File: config.mk
export PLATFORM = sky130hd
export DESIGN_NAME = input_debouncer
export DESIGN_NICKNAME = d
export VERILOG_FILES = /design/src/rtl/lab_common_pkg.sv /design/src/rtl/debounce_ch.sv /design/src/rtl/input_debouncer.sv
export SDC_FILE = /design/constraint.sdc
export NUM_CORES = 1
export LEC_CHECK = 0
export BUFFER_PORTS_ARGS = -buffer_cell sky130_fd_sc_hd__buf_2
export CAP_MARGIN = 20
export CELL_PAD_IN_SITES_DETAIL_PLACEMENT = 1
export CELL_PAD_IN_SITES_GLOBAL_PLACEMENT = 2
export CORE_MARGIN = 3
export CORE_UTILIZATION = 42
export CTS_CLUSTER_DIAMETER = 30
export DETAILED_ROUTE_END_ITERATION = 7
export GPL_TIMING_DRIVEN = 0
export PLACE_DENSITY_LB_ADDON = 0.1
export SYNTH_ARGS = -nofsm -noshare
export SYNTH_HDL_FRONTEND = slang
export SYNTH_SLANG_ARGS = --single-unit
export TNS_END_PERCENT = 30
File: constraint.sdc
create_clock -name clk_in -period 3.3 [get_ports clk_in]
set_clock_uncertainty 0.15 [all_clocks]
set_input_delay 0.66 -clock clk_in [delete_from_list [all_inputs] [get_ports clk_in]]
set_output_delay 0.66 -clock clk_in [all_outputs]
set_load 0.01 [all_outputs]
File: src/rtl/lab_common_pkg.sv
// Shared constants and FSM encoding for the lab switch-conditioning blocks.
package lab_common_pkg;

    localparam int DEBOUNCE_CYCLES_DEF = 50000;
    localparam int DEBOUNCE_CYCLES_SIM = 4;
    localparam int SYNC_STAGES_DEF     = 2;

    typedef enum logic {
        ST_STABLE  = 1'b0,
        ST_PENDING = 1'b1
    } deb_state_e;

endpackage

File: src/rtl/debounce_ch.sv
// One switch channel: synchronizer, stability counter, debounced level and edge pulses.
// Define DEBOUNCE_TOGGLE_EN to make the output a toggle latch driven by debounced rising edges.
module debounce_ch
    import lab_common_pkg::*;
#(
    parameter int DEBOUNCE_CYCLES = DEBOUNCE_CYCLES_DEF,
    parameter int SYNC_STAGES     = SYNC_STAGES_DEF
) (
    input  logic clk_in,
    input  logic rst_in,
    input  logic sw_in,
    output logic sw_out,
    output logic rise_out,
    output logic fall_out
);

    localparam int             CNT_W    = $clog2(DEBOUNCE_CYCLES + 1);
    localparam logic [CNT_W-1:0] CNT_LAST = CNT_W'(DEBOUNCE_CYCLES - 1);

    logic [SYNC_STAGES-1:0] sync_q;
    logic                   synced;
    deb_state_e             state_q;
    logic [CNT_W-1:0]       cnt_q;
    logic                   level_q;
    logic                   rise_q;
    logic                   fall_q;
    logic                   commit;

    always_ff @(posedge clk_in or posedge rst_in) begin
        if (rst_in) begin
            sync_q <= '0;
        end else begin
            sync_q <= {sync_q[SYNC_STAGES-2:0], sw_in};
        end
    end

    assign synced = sync_q[SYNC_STAGES-1];

    // With a one-cycle window the very first differing sample already qualifies.
    assign commit = (synced != level_q) &&
                    (((state_q == ST_STABLE) && (DEBOUNCE_CYCLES == 1)) ||
                     ((state_q == ST_PENDING) && (cnt_q == CNT_LAST)));

    always_ff @(posedge clk_in or posedge rst_in) begin
        if (rst_in) begin
            state_q <= ST_STABLE;
            cnt_q   <= '0;
            level_q <= 1'b0;
            rise_q  <= 1'b0;
            fall_q  <= 1'b0;
        end else begin
            rise_q <= 1'b0;
            fall_q <= 1'b0;
            if (commit) begin
                level_q <= synced;
                rise_q  <= synced;
                fall_q  <= ~synced;
                cnt_q   <= '0;
                state_q <= ST_STABLE;
            end else begin
                case (state_q)
                    ST_STABLE: begin
                        if (synced != level_q) begin
                            state_q <= ST_PENDING;
                            cnt_q   <= CNT_W'(1);
                        end
                    end
                    ST_PENDING: begin
                        if (synced == level_q) begin
                            state_q <= ST_STABLE;
                            cnt_q   <= '0;
                        end else begin
                            cnt_q <= cnt_q + CNT_W'(1);
                        end
                    end
                    default: begin
                        state_q <= ST_STABLE;
                        cnt_q   <= '0;
                    end
                endcase
            end
        end
    end

`ifdef DEBOUNCE_TOGGLE_EN
    logic toggle_q;

    always_ff @(posedge clk_in or posedge rst_in) begin
        if (rst_in) begin
            toggle_q <= 1'b0;
        end else if (commit && synced) begin
            toggle_q <= ~toggle_q;
        end
    end

    assign sw_out = toggle_q;
`else
    assign sw_out = level_q;
`endif

    assign rise_out = rise_q;
    assign fall_out = fall_q;

endmodule

File: src/rtl/input_debouncer.sv
// Multi-channel switch debouncer feeding the lab gate block; one debounce_ch per channel.
// Optional DEBOUNCE_TOGGLE_EN turns each sw_out bit into a push-button toggle.
module input_debouncer
    import lab_common_pkg::*;
#(
    parameter int NUM_CH          = 2,
    parameter int DEBOUNCE_CYCLES = DEBOUNCE_CYCLES_DEF,
    parameter int SYNC_STAGES     = SYNC_STAGES_DEF
) (
    input  logic              clk_in,
    input  logic              rst_in,
    input  logic [NUM_CH-1:0] sw_in,
    output logic [NUM_CH-1:0] sw_out,
    output logic [NUM_CH-1:0] rise_out,
    output logic [NUM_CH-1:0] fall_out
);

    for (genvar i = 0; i < NUM_CH; i++) begin : g_ch
        debounce_ch #(
            .DEBOUNCE_CYCLES(DEBOUNCE_CYCLES),
            .SYNC_STAGES    (SYNC_STAGES)
        ) u_ch (
            .clk_in  (clk_in),
            .rst_in  (rst_in),
            .sw_in   (sw_in[i]),
            .sw_out  (sw_out[i]),
            .rise_out(rise_out[i]),
            .fall_out(fall_out[i])
        );
    end

endmodule
**Word level (Yosys, flattened, before mapping)**

Index checks and enable logic that the tools add are counted.

- Logic and storage cells: 50
- Output and inout bits: 6
- ROM bits: 0
- Input bits: 4
- Bits in registers: 44
- RAM bits: 0
- Memories kept: 0
- Bits in latches: 0

- Order comparisons: 0
- Add/sub/neg operators: 2
- Multiply operators: 0
- Equal/unequal tests: 8
- Shift-type cells: 0
- Muxes and demuxes: 20
- Reduce and logical (&&, ||, !) cells: 4
- Div/mod/pow operators: 0
- Bitwise operators: 4

Operator list:

| cell | number |
|---|---|
| $mux 16 | 6 |
| $pmux 16 s2 | 2 |
| $add 16x1->16 const B | 2 |
| $eq 16x16->1 const B | 2 |
| $mux 1 | 10 |
| $ne 3x2->1 const B | 2 |
| $logic_and 1x1->1 | 4 |
| $not 1->1 | 4 |
| $pmux 1 s2 | 2 |
| $eq 1x1->1 | 2 |
| $ne 1x1->1 | 2 |

**Longest topological paths before layout**

Gate-level depths: netlist of run 1.

- Depth after elaboration: 4
- Depth in mapped cells: 7
- Mapped depth without buffers: 6

**Cells and area by module**

A second synthesis of run 1 with hierarchy kept.

- Cells, all modules: 234
- Area, all modules: 2237.1 sq um

Modules (own cells, without submodules):

| module | sequential area each (sq um) | area an instance (sq um) | instances | cells each |
|---|---|---|---|---|
| debounce_ch | 550.5 | 1118.6 | 2 | 117 |

**Worst setup path before layout of run 1**

OpenSTA, ideal clock, no wires.

- Path type: reg-to-reg
- Start: register g_ch[0].u_ch.cnt_q[7]
- End: register g_ch[0].u_ch.level_q
- Required time: 3025 ps
- Path slack: 1255 ps
- Stages on the path, launching flop included: 5
- Data arrival time: 1770 ps
- Setup time: 125 ps
- Buffers on the path: 1
- Period minus slack after synthesis: 2045 ps
- Path through: dfrtp_1 -> or4b_4 -> nor4_4 -> buf_6 -> mux2_2

- Longest elaborated chain between the ends: 3

Ends and longest elaborated chain:

| item | line | source |
|---|---|---|
| start: declaration | debounce_ch.sv:23 | `logic [CNT_W-1:0] cnt_q;` |
| start signal: assignment | debounce_ch.sv:73 | `cnt_q <= cnt_q + CNT_W'(1);` |
| $eq 16x16->1 | debounce_ch.sv:42 | `((state_q == ST_PENDING) && (cnt_q == CNT_LAST)));` |
| $logic_and 1x1->1 | debounce_ch.sv:42 |  |
| $logic_and 1x1->1 | debounce_ch.sv:40 | `assign commit = (synced != level_q) &&` |
| end signal: assignment | debounce_ch.sv:55 | `level_q <= synced;` |
| end: declaration | debounce_ch.sv:24 | `logic level_q;` |

Every way passes these cells.
A chain may end at the register's enable or synchronous reset.

**Worst setup path after layout of run 1**

- Start: register g_ch[0].u_ch.cnt_q[0]
- End: register g_ch[0].u_ch.cnt_q[14]

- Longest elaborated chain between the ends: 4
- Elaborated cells between the ends (all ways): 8
- Those cells by class: add/sub (1); eq/ne (2); mux (3); reduce/logical (2)

Ends and longest elaborated chain:

| item | line |
|---|---|
| $add 16x1->16 / $eq 16x16->1 (equally long branches) | debounce_ch.sv:73, debounce_ch.sv:42 |
| $mux 16 / $logic_and 1x1->1 (equally long branches) | debounce_ch.sv:69, debounce_ch.sv:42 |
| $pmux 16 s2 / $logic_and 1x1->1 (equally long branches) | debounce_ch.sv:61, debounce_ch.sv:40 |
| $mux 16 / $ne 3x2->1 (equally long branches) | n/a |

Parallel ways exist; a longest one is shown, timed or not.

==> results of run 1 <==
[final cells by class]
cell class,instances,area share (%)
inverters,8,1.19
flip-flops and latches,44,43.5
clock inverters,2,1.53
repair buffers,10,2.57
multi-input cells,178,41.4
plain buffers,11,3.16
clock buffers,6,3.26
well taps,70,3.46
[per-layer routing]
layer / up-vias / global-route usage (%) / wire length [µm]
li1: 908 / - / -
met1: 944 / 28.1 / 2800
met2: 28 / 29.7 / 2450
met3: 7 / 3.85 / 196
met4: 0 / 5.15 / 61
met5: - / 0 / 0
[logic make-up after synthesis]
| kind of cell | synth area share, % |
|---|---|
| simple gates | 27.8 |
| compound gates | 14.2 |
| flops | 48.8 |
| buf+inv | 4.88 |
| xor+xnor | 2.27 |
| mux | 0.942 |
| fa+ha+maj | 1.11 |
[critical path: cells and delay by family (launching register included)]
family,cells,cell delay (ps)
and+or+nand+nor,3,930
DFF,1,430
AOI/OAI and AO/OA,2,370
adders and majority gates,1,240
[Yosys cell counts (2+ instances only)]
cell type and instances:
and3b_1 3, inv_1 8, or3_1 6, nor2_1 14, and2_1 2, buf_6 2, a21oi_1 6, a22o_1 3
dfrtp_1 44, nand3_1 23, ha_1 2, nor3_1 14, nand2_1 30, o21ai_0 23, buf_4 6, o41ai_1 2
xor2_1 2, nand4_1 6, xnor2_1 2, clkbuf_1 2, a21o_1 8, and3_1 6, nand4b_1 2, nor4_1 4
[flip-flops by register name, indices dropped and copies added, names as in the netlist]
signal and cells:
g_ch.u_ch.rise_out 2, g_ch.u_ch.cnt_q 32, g_ch.u_ch.fall_out 2, g_ch.u_ch.state_q 2, g_ch.u_ch.sw_out 2, g_ch.u_ch.sync_q 4
[worst max-delay path by stage]
stage                                  end  slack, ps
floorplan              g_ch[0].u_ch.sw_out       1260
global placement     g_ch[0].u_ch.cnt_q[7]        840
detailed placement   g_ch[1].u_ch.cnt_q[9]       1100
CTS                  g_ch[1].u_ch.cnt_q[9]       1070
global route         g_ch[1].u_ch.cnt_q[9]        900
finish              g_ch[0].u_ch.cnt_q[14]       1080
[power by group through the flow]
stage          logic, µW  registers, µW  clock network [µW]
6_report            66.7            565                 444
2_1_floorplan       46.0            571                   0
5_1_grt             76.5            567                 475
3_5_place_dp        68.7            576                   0
4_1_cts             69.0            566                 457
3_3_place_gp        62.8            575                   0
[through the flow]
| stage | instances | power (µW) | worst slack (ps) | hold slack [ps] | util (%) |
|---|---|---|---|---|---|
| 2_1_floorplan | 241 | 617 | 1260 | 181 | - |
| 3_3_place_gp | 320 | 638 | 840 | 185 | 46.5 |
| 3_5_place_dp | 321 | 645 | 1100 | 199 | 46.9 |
| 4_1_cts | 329 | 1090 | 1070 | 168 | 49.3 |
| 5_1_grt | 329 | 1120 | 904 | 192 | 49.3 |
| 6_report | 329 | 1080 | 1080 | 160 | 49.3 |
==> metrics.yaml, run 1 <==
status: "completed"
die_h_um: 79.3
first_pass_iters: 4
cp_data_arrival_time_ps: 2270
drtIter0Drc: 86
cap_viol_max_count: 0
p_leak_uw: 0.00116
h-tree-depth: 2
synth.avg_cell_area_um2: 9.37
multi_input_area_um2: 1050
stdcell_area_um2: 2530
swShare_pct: 23.7
fin_crit_sh_pct: 67.3
grt_usage_pct: 19.4
root_buffer: "clkbuf_8"
final_common_cell: "dfrtp_1"
gp_congestion: 0.797
mostFrequentLayoutCells: "dfrtp_1 (44), nand2_1 (30), o21ai_0 (23), nand3_1 (23)"
synth-async-reset-ratio_pct: 100
fillers: 622
clock_path_buffers: 2
crit_type: "register to register"
cp.required_ps: 3350
reg2reg_depth: 6
p_per_area_nw_per_um2: 425
ioPinCount: 10
cp-startpoint: "g_ch[0].u_ch.cnt_q[0]"
p_switching_uw: 255
antenna_found_initial: 0
cts.clk_slew.worst_paths_ps: 90
pwr-share-seq_pct: 52.5
chipWidth_um: 79.3
p_clk_share_pct: 41.3
cp_cell_sequence: "ha_1 -> nand3_1 -> nor4_1 -> nand3_1 -> a21o_1 -> a21o_1"
cts_setup_buffers: 0
yosysTopAreaCellShare_pct: 48.8
vdd_drop_max_mv: 0.270
internal_power_uw: 821
regToRegEndpoint: "g_ch[0].u_ch.cnt_q[14]"
vias: 1887
grt_max_degree: 30
antennaDiodeCount: 0
grt_pass1_wl_mm: 9.61
synth_area_um2: 2260
routed_wl_mm: 5.51
viasPerCell: 5.74
comb_power_share_pct: 6.2
grt_pass1_vias: 1949
r2r_setup_slack_ps: 1080
io_buffers: 9
tightest_slew_ps: 813
ys_types: 45
rows: 26
tns_ps: 0
synth_edf_count: 0
cp_slowest_cell: "nor4_1"
gr-total-overflow: 0
antenna_left: 0
setup_viol: 0
rsz0062_at_grt: "false"
drive_gt1_share_pct: 13.9
syn_nets: 247
numCtsBuffers: 5
fin_crit_ps: 2220
dominantRegCellSynth: "dfrtp_1"
yosysWarnings: 0
clock_latency_ps: 310
critPathLaunchType: "register"
ys_seq_elements: 44
initial_core_util_pct: 43.9
yosys.area.top_type: "dfrtp_1"
hpwlAfterDp_mm: 3.92
cts_hold_buf: 0
core_um2: 5140
place_area_um2: 2410
area_growth_pct: 12.1
wire_per_inst_um: 16.7
num-nets-final: 264
regArea_um2: 1100
maxSlewViolCount: 0
cts_tree: "done"
ys_seq_area_share_pct: 48.8
hold_viol: 0
die_area_um2: 6290
hold_path.class: "input port to async pin"
worstPathMaxFanout: 5
relSlewSlack_pct: 45.3
max_clock_freq_mhz: 450
drc: 0
crit_path_max_incr_delay_ps: 570
r2r-start: "g_ch[0].u_ch.cnt_q[0]"
cts-resized-gates: 0
critPathCaptureType: "register"
numClockSinks: 44
postSynthCellCount: 241
yosys-top-cells-area: "dfrtp_1 (49%), nand3_1 (5.1%), o21ai_0 (5.1%), nand2_1 (5.0%), nor3_1 (3.1%)"
No activity file was read; power rests on OpenSTA's default activity.
==> run 2, diff against run 1 <==
- CORE_UTILIZATION: 42 -> 39
- clock period: 3.3 -> 2.1 ns (I/O delays scaled with it)
==> metrics.yaml, run 2 (synthesized netlist as in run 1, its figures left out) <==
status: "completed"
cp_data_arrival_time_ps: 2130  # -140 ps
vias: 1892  # +0.26%
p_leak_uw: 0.00125  # +8.0%
hold_path.class: "input port to register"
cp_top_family: "simple AND/OR/NAND/NOR gates"
p_switching_uw: 411  # +61%
final_common_cell: "dfrtp_1"
place_ws_ps: -105  # -1200 ps
cap_viol_max_count: 0  # unchanged
critPathCaptureType: "register"
drc: 0  # unchanged
vdd_drop_max_mv: 0.283  # +4.9%
regMostFlops: "g_ch.u_ch.cnt_q"
crit_type: "register to register"
stdcell_area_um2: 2730  # +7.6%
drtIter0Drc: 42  # -51%
tightest_slew_ps: 483  # -330 ps
max_clock_freq_mhz: 480  # +6.6%
num-nets-final: 273  # +3.4%
mostFrequentLayoutCells: "dfrtp_1 (40), nand2_1 (29), nand3_1 (22)"
routed_wl_mm: 5.65  # +2.6%
fin_crit_ps: 2080  # -138 ps
comb_power_share_pct: 6.7  # +0.5 points
largest_register_ffs: 32  # unchanged
grt_pass1_wl_mm: 9.78  # +1.7%
root_buffer: "clkbuf_8"
cp.required_ps: 2150  # -1200 ps
cts.clk_slew.worst_paths_ps: 90  # about the same
die_h_um: 82.1  # +3.5%
cp_num_buf_inv: 1  # +1
crit_path_max_incr_delay_ps: 560  # about the same
clock_latency_ps: 300  # about the same
finalWorstSetupSlack_ps: 17.6  # -1060 ps
antenna_left: 0  # unchanged
grt_max_degree: 36  # +20%
first_pass_iters: 4  # unchanged
clock_path_buffers: 2  # unchanged
die_area_um2: 6740  # +7.1%
wire_per_inst_um: 16.6  # -0.70%
final_core_util_pct: 49.2  # -0.083 points
fin_crit_sh_pct: 99.2  # +32 points
cp_cell_sequence: "or4b_4 -> nor4_4 -> or2_1 -> buf_6 -> nor3_1 -> a21o_1"
viasPerCell: 5.56  # -3.0%
cts_tree: "done"
io_buffers: 9  # unchanged
reg_top3: "g_ch.u_ch.cnt_q: 32 flops, g_ch.u_ch.sync_q: 4 flops"
initial_core_util_pct: 40.8  # -3.2 points
numCtsBuffers: 5  # unchanged
antennaDiodeCount: 0  # unchanged
setup_viol: 0  # unchanged
drive_gt1_share_pct: 22.8  # +8.9 points
cp_slowest_cell: "or4b_4"
gr-total-overflow: 0  # unchanged
rsz0062_at_grt: "true"
pwr-share-seq_pct: 52.1  # -0.4 points
p_per_area_nw_per_um2: 627  # +48%
chipWidth_um: 82.1  # +3.5%
swShare_pct: 24.1  # +0.36 points
maxSlewViolCount: 0  # unchanged
place_area_um2: 2410  # +0.10%
worstPathMaxFanout: 9  # +4
critPathLaunchType: "register"
rows: 27  # +3.8%
grt_pass1_vias: 1982  # +1.7%
p_clk_share_pct: 41.2  # about the same
hpwlAfterDp_mm: 3.77  # -3.8%
core_um2: 5540  # +7.8%
hold_viol: 0  # unchanged
ioPinCount: 10  # unchanged
antenna_found_initial: 0  # unchanged
grt_usage_pct: 18.7  # -0.70 points
h-tree-depth: 2  # unchanged
gp_congestion: 0.776  # -2.6%
relSlewSlack_pct: 67.5  # +22 points
internal_power_uw: 1300  # +58%
r2r_setup_slack_ps: 20  # -1060 ps
numClockSinks: 44  # unchanged
area_growth_pct: 20.7
-- run 2: cell count changes in the layout (fill, tap and decap cells not counted), sizes merged --
cell,delta
dlygate4sd3,+1
buf,+8
-- run 2: power groups by stage --
stage,sequential [µW],combinational (µW),clock [µW]
floorplan,897,72.2,0
global placement,902,100,0
detailed placement,904,108,0
CTS,888,111,726
global route,896,131,762
finish,891,115,703
-- run 2: path summary, 6_finish.rpt --
kind | startpoint | end | cells past startpoint
setup / recovery | g_ch[0].u_ch.cnt_q[10] | g_ch[0].u_ch.cnt_q[15] | 6
hold / removal | sw_in[1] | g_ch[1].u_ch.sync_q[0] | 1
setup reg to reg | g_ch[0].u_ch.cnt_q[10] | g_ch[0].u_ch.cnt_q[15] | 6
hold reg to reg | g_ch[1].u_ch.sync_q[0] | g_ch[1].u_ch.sync_q[1] | 0
max in group asynchronous | rst_in | g_ch[1].u_ch.sync_q[1] | 4
min in group asynchronous | rst_in | g_ch[0].u_ch.cnt_q[4] | 3
-- run 2: cell type report --
cell class / count / area, µm²
Timing Repair Buffer: 19 / 136
Sequential cell: 44 / 1110
Clock buffer: 6 / 82.6
Buffer: 11 / 81.3
Tap cell: 72 / 90.1
Multi-Input combinational cell: 178 / 1160
Inverter: 8 / 30.0
Clock inverter: 2 / 38.8
Fill cell: 634 / 2820
-- run 2: worst reg2reg max path: stages, from the launching register on --
cell and delay, ps:
dfrtp_1 410, or4b_4 560, nor4_4 330, or2_1 170, buf_6 140, nor3_1 70
a21o_1 150
-- run 2: repair_timing --
| item | CTS | global route |
|---|---|---|
| pin swaps | 1 | 5 |
| resized for setup | 5 | 27 |
| setup endpoints to repair | 13 | 21 |
| hold buffers | 1 | 0 |
| buffers inserted | 1 | 6 |
| cloned | 0 | 1 |
| hold endpoints to repair | 9 | 0 |
-- run 2: metal layers --
metal,wire length [µm],share of wire [%],vias to the layer above,track usage (%)
met5,0,0,-,0
met4,92,1.6,0,5.65
met3,106,1.9,8,3.58
met2,2970,53,19,32.8
met1,2480,44,941,23.4
li1,-,-,924,-
-- run 2: through the flow --
stage / setup TNS (ps) / std cells / power (µW) / hold WS [ps]
global route: -699 / 340 / 1790 / 55.4
CTS: 0 / 333 / 1730 / 57.0
finish: 0 / 340 / 1710 / 67.0
floorplan: 0 / 241 / 969 / 181
detailed placement: -275 / 323 / 1010 / 187
global placement: -7040 / 322 / 1000 / 182
